## src/rtl/mmio_bridge.sv

```systemverilog
// Byte-bus bridge between the CPU core, block RAM and the I/O page.
// Owns the UART TX FIFO, the RX pop path, the cycle counter and the stop flag.
module mmio_bridge #(
    parameter int TX_DEPTH    = 16,
    parameter int FULL_MARGIN = 2
) (
    input  logic        clk_in,
    input  logic        rst_in,
    input  logic        rdy_in,
    input  logic [31:0] cpu_a,
    input  logic        cpu_wr,
    input  logic [7:0]  cpu_dout,
    output logic [7:0]  cpu_din,
    output logic        io_buffer_full,
    output logic [16:0] ram_a,
    output logic        ram_we,
    output logic [7:0]  ram_wdata,
    input  logic [7:0]  ram_rdata,
    output logic [7:0]  tx_data,
    output logic        tx_valid,
    input  logic        tx_ready,
    input  logic [7:0]  rx_data,
    input  logic        rx_valid,
    output logic        rx_pop,
    output logic        program_stop,
    output logic        tx_overflow
);
    localparam int PW = $clog2(TX_DEPTH);
    localparam int CW = PW + 1;

    localparam logic [17:0] A_UART  = 18'h30000;
    localparam logic [17:0] A_STOP  = 18'h30004;
    localparam logic [17:0] A_SNAP1 = 18'h30005;
    localparam logic [17:0] A_SNAP2 = 18'h30006;
    localparam logic [17:0] A_SNAP3 = 18'h30007;

    logic [7:0]    fifo_mem [TX_DEPTH];

    logic [PW-1:0] wrptr_q, wrptr_d;
    logic [PW-1:0] rdptr_q, rdptr_d;
    logic [CW-1:0] count_q, count_d;
    logic          full_q, full_d;
    logic          stop_q, stop_d;
    logic          ovf_q, ovf_d;
    logic [31:0]   counter_q, counter_d;
    logic [31:0]   snap_q, snap_d;
    logic [7:0]    io_q, io_d;
    logic          sel_ram_q, sel_ram_d;
    logic          acc_q, acc_d;
    logic [7:0]    hold_q, hold_d;

    logic [17:0]   addr;
    logic          io, wr_io, rd_io;
    logic          push_req, push, pop, fifo_full;
    logic [7:0]    push_data;
    logic [CW-1:0] free_d;

    logic unused_addr_hi;
    assign unused_addr_hi = ^cpu_a[31:18];

    always_comb begin
        addr      = cpu_a[17:0];
        io        = (cpu_a[17:16] == 2'b11);
        wr_io     = rdy_in & cpu_wr & io;
        rd_io     = rdy_in & ~cpu_wr & io;

        ram_a     = cpu_a[16:0];
        ram_wdata = cpu_dout;
        ram_we    = rdy_in & cpu_wr & ~io;

        push_req  = wr_io & (((addr == A_UART) && (cpu_dout != 8'h00)) || (addr == A_STOP));
        push_data = (addr == A_STOP) ? 8'h00 : cpu_dout;
        fifo_full = (count_q == CW'(TX_DEPTH));
        push      = push_req & ~fifo_full;
        tx_valid  = (count_q != '0);
        tx_data   = fifo_mem[rdptr_q];
        pop       = tx_valid & tx_ready;

        wrptr_d   = push ? wrptr_q + PW'(1) : wrptr_q;
        rdptr_d   = pop ? rdptr_q + PW'(1) : rdptr_q;
        count_d   = count_q;
        if (push && !pop) begin
            count_d = count_q + CW'(1);
        end else if (pop && !push) begin
            count_d = count_q - CW'(1);
        end
        free_d    = CW'(TX_DEPTH) - count_d;
        full_d    = (free_d <= CW'(FULL_MARGIN));

        ovf_d     = ovf_q | (push_req & fifo_full);
        stop_d    = stop_q | (wr_io & (addr == A_STOP));
        counter_d = rdy_in ? counter_q + 32'd1 : counter_q;

        // I/O read mux; the byte-0 counter read also freezes the snapshot
        rx_pop    = rd_io & (addr == A_UART) & rx_valid;
        snap_d    = snap_q;
        io_d      = 8'h00;
        if (rd_io) begin
            case (addr)
                A_UART:  io_d = rx_valid ? rx_data : 8'h00;
                A_STOP: begin
                    io_d   = counter_q[7:0];
                    snap_d = counter_q;
                end
                A_SNAP1: io_d = snap_q[15:8];
                A_SNAP2: io_d = snap_q[23:16];
                A_SNAP3: io_d = snap_q[31:24];
                default: io_d = 8'h00;
            endcase
        end

        sel_ram_d = rdy_in ? ~io : sel_ram_q;
        io_d      = rdy_in ? io_d : io_q;
        acc_d     = rdy_in;

        // Live mux only after an accepted access; otherwise replay the last byte
        cpu_din   = acc_q ? (sel_ram_q ? ram_rdata : io_q) : hold_q;
        hold_d    = cpu_din;

        io_buffer_full = full_q;
        program_stop   = stop_q;
        tx_overflow    = ovf_q;
    end

    always_ff @(posedge clk_in or posedge rst_in) begin
        if (rst_in) begin
            wrptr_q   <= '0;
            rdptr_q   <= '0;
            count_q   <= '0;
            full_q    <= 1'b0;
            stop_q    <= 1'b0;
            ovf_q     <= 1'b0;
            counter_q <= '0;
            snap_q    <= '0;
            io_q      <= '0;
            sel_ram_q <= 1'b0;
            acc_q     <= 1'b0;
            hold_q    <= '0;
        end else begin
            wrptr_q   <= wrptr_d;
            rdptr_q   <= rdptr_d;
            count_q   <= count_d;
            full_q    <= full_d;
            stop_q    <= stop_d;
            ovf_q     <= ovf_d;
            counter_q <= counter_d;
            snap_q    <= snap_d;
            io_q      <= io_d;
            sel_ram_q <= sel_ram_d;
            acc_q     <= acc_d;
            hold_q    <= hold_d;
        end
    end

    always_ff @(posedge clk_in) begin
        if (push) begin
            fifo_mem[wrptr_q] <= push_data;
        end
    end

endmodule

```

## config.mk

```make
export PLATFORM = sky130hd
export DESIGN_NAME = mmio_bridge
export DESIGN_NICKNAME = d
export VERILOG_FILES = /design/src/rtl/mmio_bridge.sv
export SDC_FILE = /design/constraint.sdc
export NUM_CORES = 1
export LEC_CHECK = 0
export CORE_ASPECT_RATIO = 1.4
export CORE_UTILIZATION = 55
export CTS_CLUSTER_SIZE = 16
export DETAILED_ROUTE_END_ITERATION = 10
export PLACE_DENSITY = 0.78
export SLEW_MARGIN = 15
export SYNTH_ARGS = -nofsm -noshare
export SYNTH_HDL_FRONTEND = slang
export SYNTH_SLANG_ARGS = --single-unit
```

## constraint.sdc

```tcl
create_clock -name clk_in -period 7.1 [get_ports clk_in]
set_clock_uncertainty 0.1 [all_clocks]
set_input_delay 0.71 -clock clk_in [delete_from_list [all_inputs] [get_ports clk_in]]
set_output_delay 0.71 -clock clk_in [all_outputs]
set_load 0.03 [all_outputs]
```

## Yosys cells after proc, flatten, opt, wreduce, memory -nomap -nowiden

Memory sizes are Yosys's and may differ from the RTL's.
Cells that the tools add are included.

- Input port bits: 62
- Logic and storage cells: 63
- Bits in read-only memories: 0
- RAM bits: 128
- Register bits: 98
- Memories: 1
- Output and inout bits: 47
- Latch bits: 0

- Order comparisons: 1
- $mul: 0
- Shift-type cells: 0
- Muxes and demuxes: 10
- Equal/unequal tests: 7
- Div/mod/pow operators: 0
- Bitwise gates (word level): 17
- Reductions and logical operators: 9
- Add/subtract/negate cells: 6

Memories:

| name | words | width | read ports | clocked after Yosys merged registers in | wr ports | line | RTL |
|---|---|---|---|---|---|---|---|
| fifo_mem | 16 | 8 | 1 | 0 | 1 | 37 | `logic [7:0] fifo_mem [TX_DEPTH];` |

Operators with widths:

| kind | number |
|---|---|
| $eq 18x18->1 const B | 5 |
| $mux 8 | 5 |
| $pmux 8 s5 | 1 |
| $add 32x1->32 const B | 1 |
| $and 1x1->1 | 12 |
| $mux 5 | 2 |
| $add 4x1->4 const B | 2 |
| $reduce_bool 8->1 | 1 |
| $add 5x1->5 const B | 1 |
| $eq 5x5->1 const B | 1 |
| $le 5x2->1 const B | 1 |
| $reduce_bool 5->1 | 1 |
| $sub 5x1->5 const B | 1 |
| $sub 5x5->5 const A | 1 |
| $logic_and 1x1->1 | 3 |
| $not 1->1 | 3 |
| $eq 2x2->1 const B | 1 |
| $logic_not 1->1 | 2 |
| $mux 1 | 2 |
| $or 1x1->1 | 2 |
| $reduce_and 2->1 | 1 |
| $logic_or 1x1->1 | 1 |

## Logic depth before layout (Yosys ltp)

- Depth in word-level cells: 11
- Depth in mapped cells: 15
- Depth with buffers taken out: 15

## Worst setup path after synthesis

OpenSTA, ideal clock, no wires.

- Kind: input -> output
- Start point: in cpu_a[13]
- End point: out rx_pop
- Stages: 6
- Setup slack: 3.606 ns
- Path buffers: 1
- Data required time: 6.290 ns
- Arrival time: 2.684 ns
- Path through: or4_4 -> nor4_4 -> and2_1 -> and3b_1 -> clkbuf_1 -> nor2b_1

- Longest elaborated chain between the ends: 3

Ends and longest elaborated chain:

| element | line | RTL |
|---|---|---|
| start, declared | 10 | `input logic [31:0] cpu_a,` |
| $eq 18x18->1 | 95 | `rx_pop = rd_io & (addr == A_UART) & rx_valid;` |
| $and 1x1->1 (2 in series) | 95 |  |
| end, declared | 24 | `output logic rx_pop,` |

Every way passes these cells.

## Worst setup path after layout

- Start point: in cpu_a[0]
- End point: out rx_pop

The elaborated chain is that of the path after synthesis.

==> metrics.txt <==
status=finished, final reports clean; Post-Route WL=19900 um; CTS Buffer Depth=3; CP Class=in -> out; Clock Sinks=218; starting density of the core=56.3%; crit-path max FO=11; crit path max-delay cell type=clkdlybuf4s50_1; clock-pin slew on the worst setup and hold paths=70 ps; Buffers on Ports=94; critical path's top delay family=simple AND/OR/NAND/NOR gates; worst-margin pin slew=~1100 ps; Clk Latency, worst-skew pair=roughly 490 ps; syn nets=687; max_cap viols=0; setup TNS=0 ps; vias=5402; grt total ovfl=0; Die Y-Extent=around 160 um; most common cell after layout, fill and taps aside=edfxtp_1; Mapped Cells=615; RSZ-0062 raised after global routing=false; Vias per Instance=6.02; Final Max Slew Viols=0; max incr delay on CP=between 700 and 800 ps; Synth Area in Simple Gates=8.37%; Pleak=0.00422 uW; drt drc=0; period utilisation layout=66.5%; Unique masters post-synth=48; post-synthesis adder-cell area fraction=1.32%; Final Setup Violations=0; WHS Path Cells=1; critical-path cell list=clkdlybuf4s50_1 -> or4_1 -> nor4_4 -> and2_1 -> and3b_1 -> nor2b_1 -> clkdlybuf4s50_1; Top cell by count, worst path=clkdlybuf4s50_1; Core Rows=56; Die W=between 100 and 150 um; Antenna Cells=0; Setup crit start kind=input pin; CTS root buffer=clkbuf_16; dominant synthesized flop cell=edfxtp_1; Relative slew margins=25.2%; Crit path required time=~6300 ps; most frequent cells in the layout=edfxtp_1, clkdlybuf4s50_1, dfrtp_1, mux4_2; GP Congestion=0.818; initial antenna violation count=0; post-synthesis xor/xnor area fraction=3.79%; CP Data Arrival Time=3910 ps; Post-synth EDFFs=128; largest family of logic cells by synthesized area=multiplexers; path depth of the worst reg2reg path=12; post-CTS resize count=0; Fillers=1156; WL/cell=around 22 um; CTS tree=yes; hold crit path type=reg -> reg; peak supply drop=0.179 mV; largest net degree at the start of global routing=91; Pre-Repair DR Iteration Count=4; vias in the first global route=5932; post-synthesis mux area share=14.9%; hold buffer count at cts=0; Final Cell Area=11100 sq um; Buf+Inv Stages, Crit Path=2; core area=roughly 17000 sq um; antenna-violating nets left=0; first-pass GRT wire length=31100 um; Synth Warn #=0; compound-cell area share of the yosys netlist=about 3.1%; reg-to-reg slack, setup=3810 ps; share of the yosys chip area belonging to registers=64.4%; H-tree levels=1; Die ar.=17700 sq um; postcts setup bufs=0; layout cells sized above 1=16.9%; Hold Fails Final Rpt=0; Total Nets Final=around 750; Hold Path Origin=counter_q[31]$_DFFE_PP0P_; R2R Path Start=count_q[0]$_DFF_PP0_; first-iteration detailed-routing DRC count=422; placed cell area=just over 10000 sq um; CTS Buf Count=20; I/O pin cnt=109; Syn Std Cell Area=9460 sq um; async set-reset flop share out of synthesis=41.3%; FMAX=212 MHz; Area growth syn-to-layout=16.8%; Overall Global Routing Usage=23.2%; DPL Wire Length=13300 um; Critical R2R Capture=io_buffer_full$_DFF_PP0_; Hold Path Sink=counter_q[31]$_DFFE_PP0P_; number of synthesized register bits=218; Syn Area/Cell=between 15 and 20 sq um; Tmin final=4720 ps; PD cells=313 nW/um^2; Worst setup EP type=output pin
-- state kept, by name, indices dropped and copies added (netlist names) --
signal / flops
fifo_mem: 128
counter_q: 32
snap_q: 24
hold_q: 8
io_q: 8
count_q: 5
rdptr_q: 4
wrptr_q: 4
acc_q: 1
io_buffer_full: 1
program_stop: 1
sel_ram_q: 1
tx_overflow: 1
-- cell type report --
type	instances	area, sq um	area share (%)
tap	203	254	2.30
timing repair buffer	101	997	9.02
sequential	218	6100	55.2
multi-input combinational	325	2990	27.0
clock inverter	12	130	1.18
inverter	15	57.6	0.521
clock buffer	23	533	4.82
-- synthesized netlist by cell type (10+ instances only) --
cell | number | area [sq um]
nor2_1 | 32 | 120
xor2_1 | 11 | 96.3
inv_1 | 15 | 56.3
nor2b_1 | 10 | 62.6
buf_4 | 26 | 195
ha_1 | 10 | 125
mux4_2 | 40 | 901
mux2i_1 | 11 | 110
and3_1 | 13 | 81.3
nand4_1 | 11 | 68.8
nand2_1 | 29 | 109
dfrtp_1 | 90 | 2250
clkbuf_1 | 16 | 60.1
nand3_1 | 18 | 90.1
edfxtp_1 | 128 | 3840
mux2_2 | 32 | 360
a21oi_1 | 11 | 55.1
xnor2_1 | 30 | 263
-- worst max path at each step --
| stage | endpoint | depth (start not counted) | slack [ps] | startpoint |
|---|---|---|---|---|
| 2_1_floorplan | rx_pop | 6 | 3610 | cpu_a[13] |
| 3_3_place_gp | rx_pop | 7 | 2380 | cpu_a[0] |
| 3_5_place_dp | rx_pop | 7 | 2380 | cpu_a[0] |
| 4_1_cts | rx_pop | 7 | 2360 | cpu_a[0] |
| 5_1_grt | rx_pop | 7 | 2200 | cpu_a[0] |
| 6_report | rx_pop | 7 | 2380 | cpu_a[0] |
-- cell families (layout without fill, tap and decap cells) --
| kind of cell | after synthesis | after routing |
|---|---|---|
| DFF | 218 | 218 |
| adders and majority gates | 10 | 10 |
| and+or+nand+nor | 148 | 148 |
| buffers and inverters | 72 | 151 |
| muxes | 86 | 86 |
| AOI/OAI and AO/OA | 40 | 40 |
| xor gates and xnor gates | 41 | 41 |
-- power by group --
group          leakage [uW]  internal (uW)  total [uW]  switching (uW)
sequential          0.00235           1390        1480            89.0
combinational       0.00154            443         879             436
clock              0.000329            646        1090             448
total               0.00422           2480        3460             973
-- through the flow --
step	utilization, %	power (uW)	hold slack (ps)	worst slack (ps)	instances
after CTS	65.7	3490	380	2360	897
after floorplan	-	2130	339	3610	615
final	65.7	3460	379	2380	897
after global routing	65.7	3590	393	2200	897
after global placement	61.7	2370	361	2380	862
after detailed placement	61.7	2400	366	2380	862
-- metal layers --
layer	share of wire [%]	up-vias	track usage, %
met3	4.0	52	3.00
met1	36	2745	25.4
met5	0	-	0
met4	4.4	0	11.4
met2	55	191	44.2
li1	-	2414	-
Power figures use the tool's default switching activity.
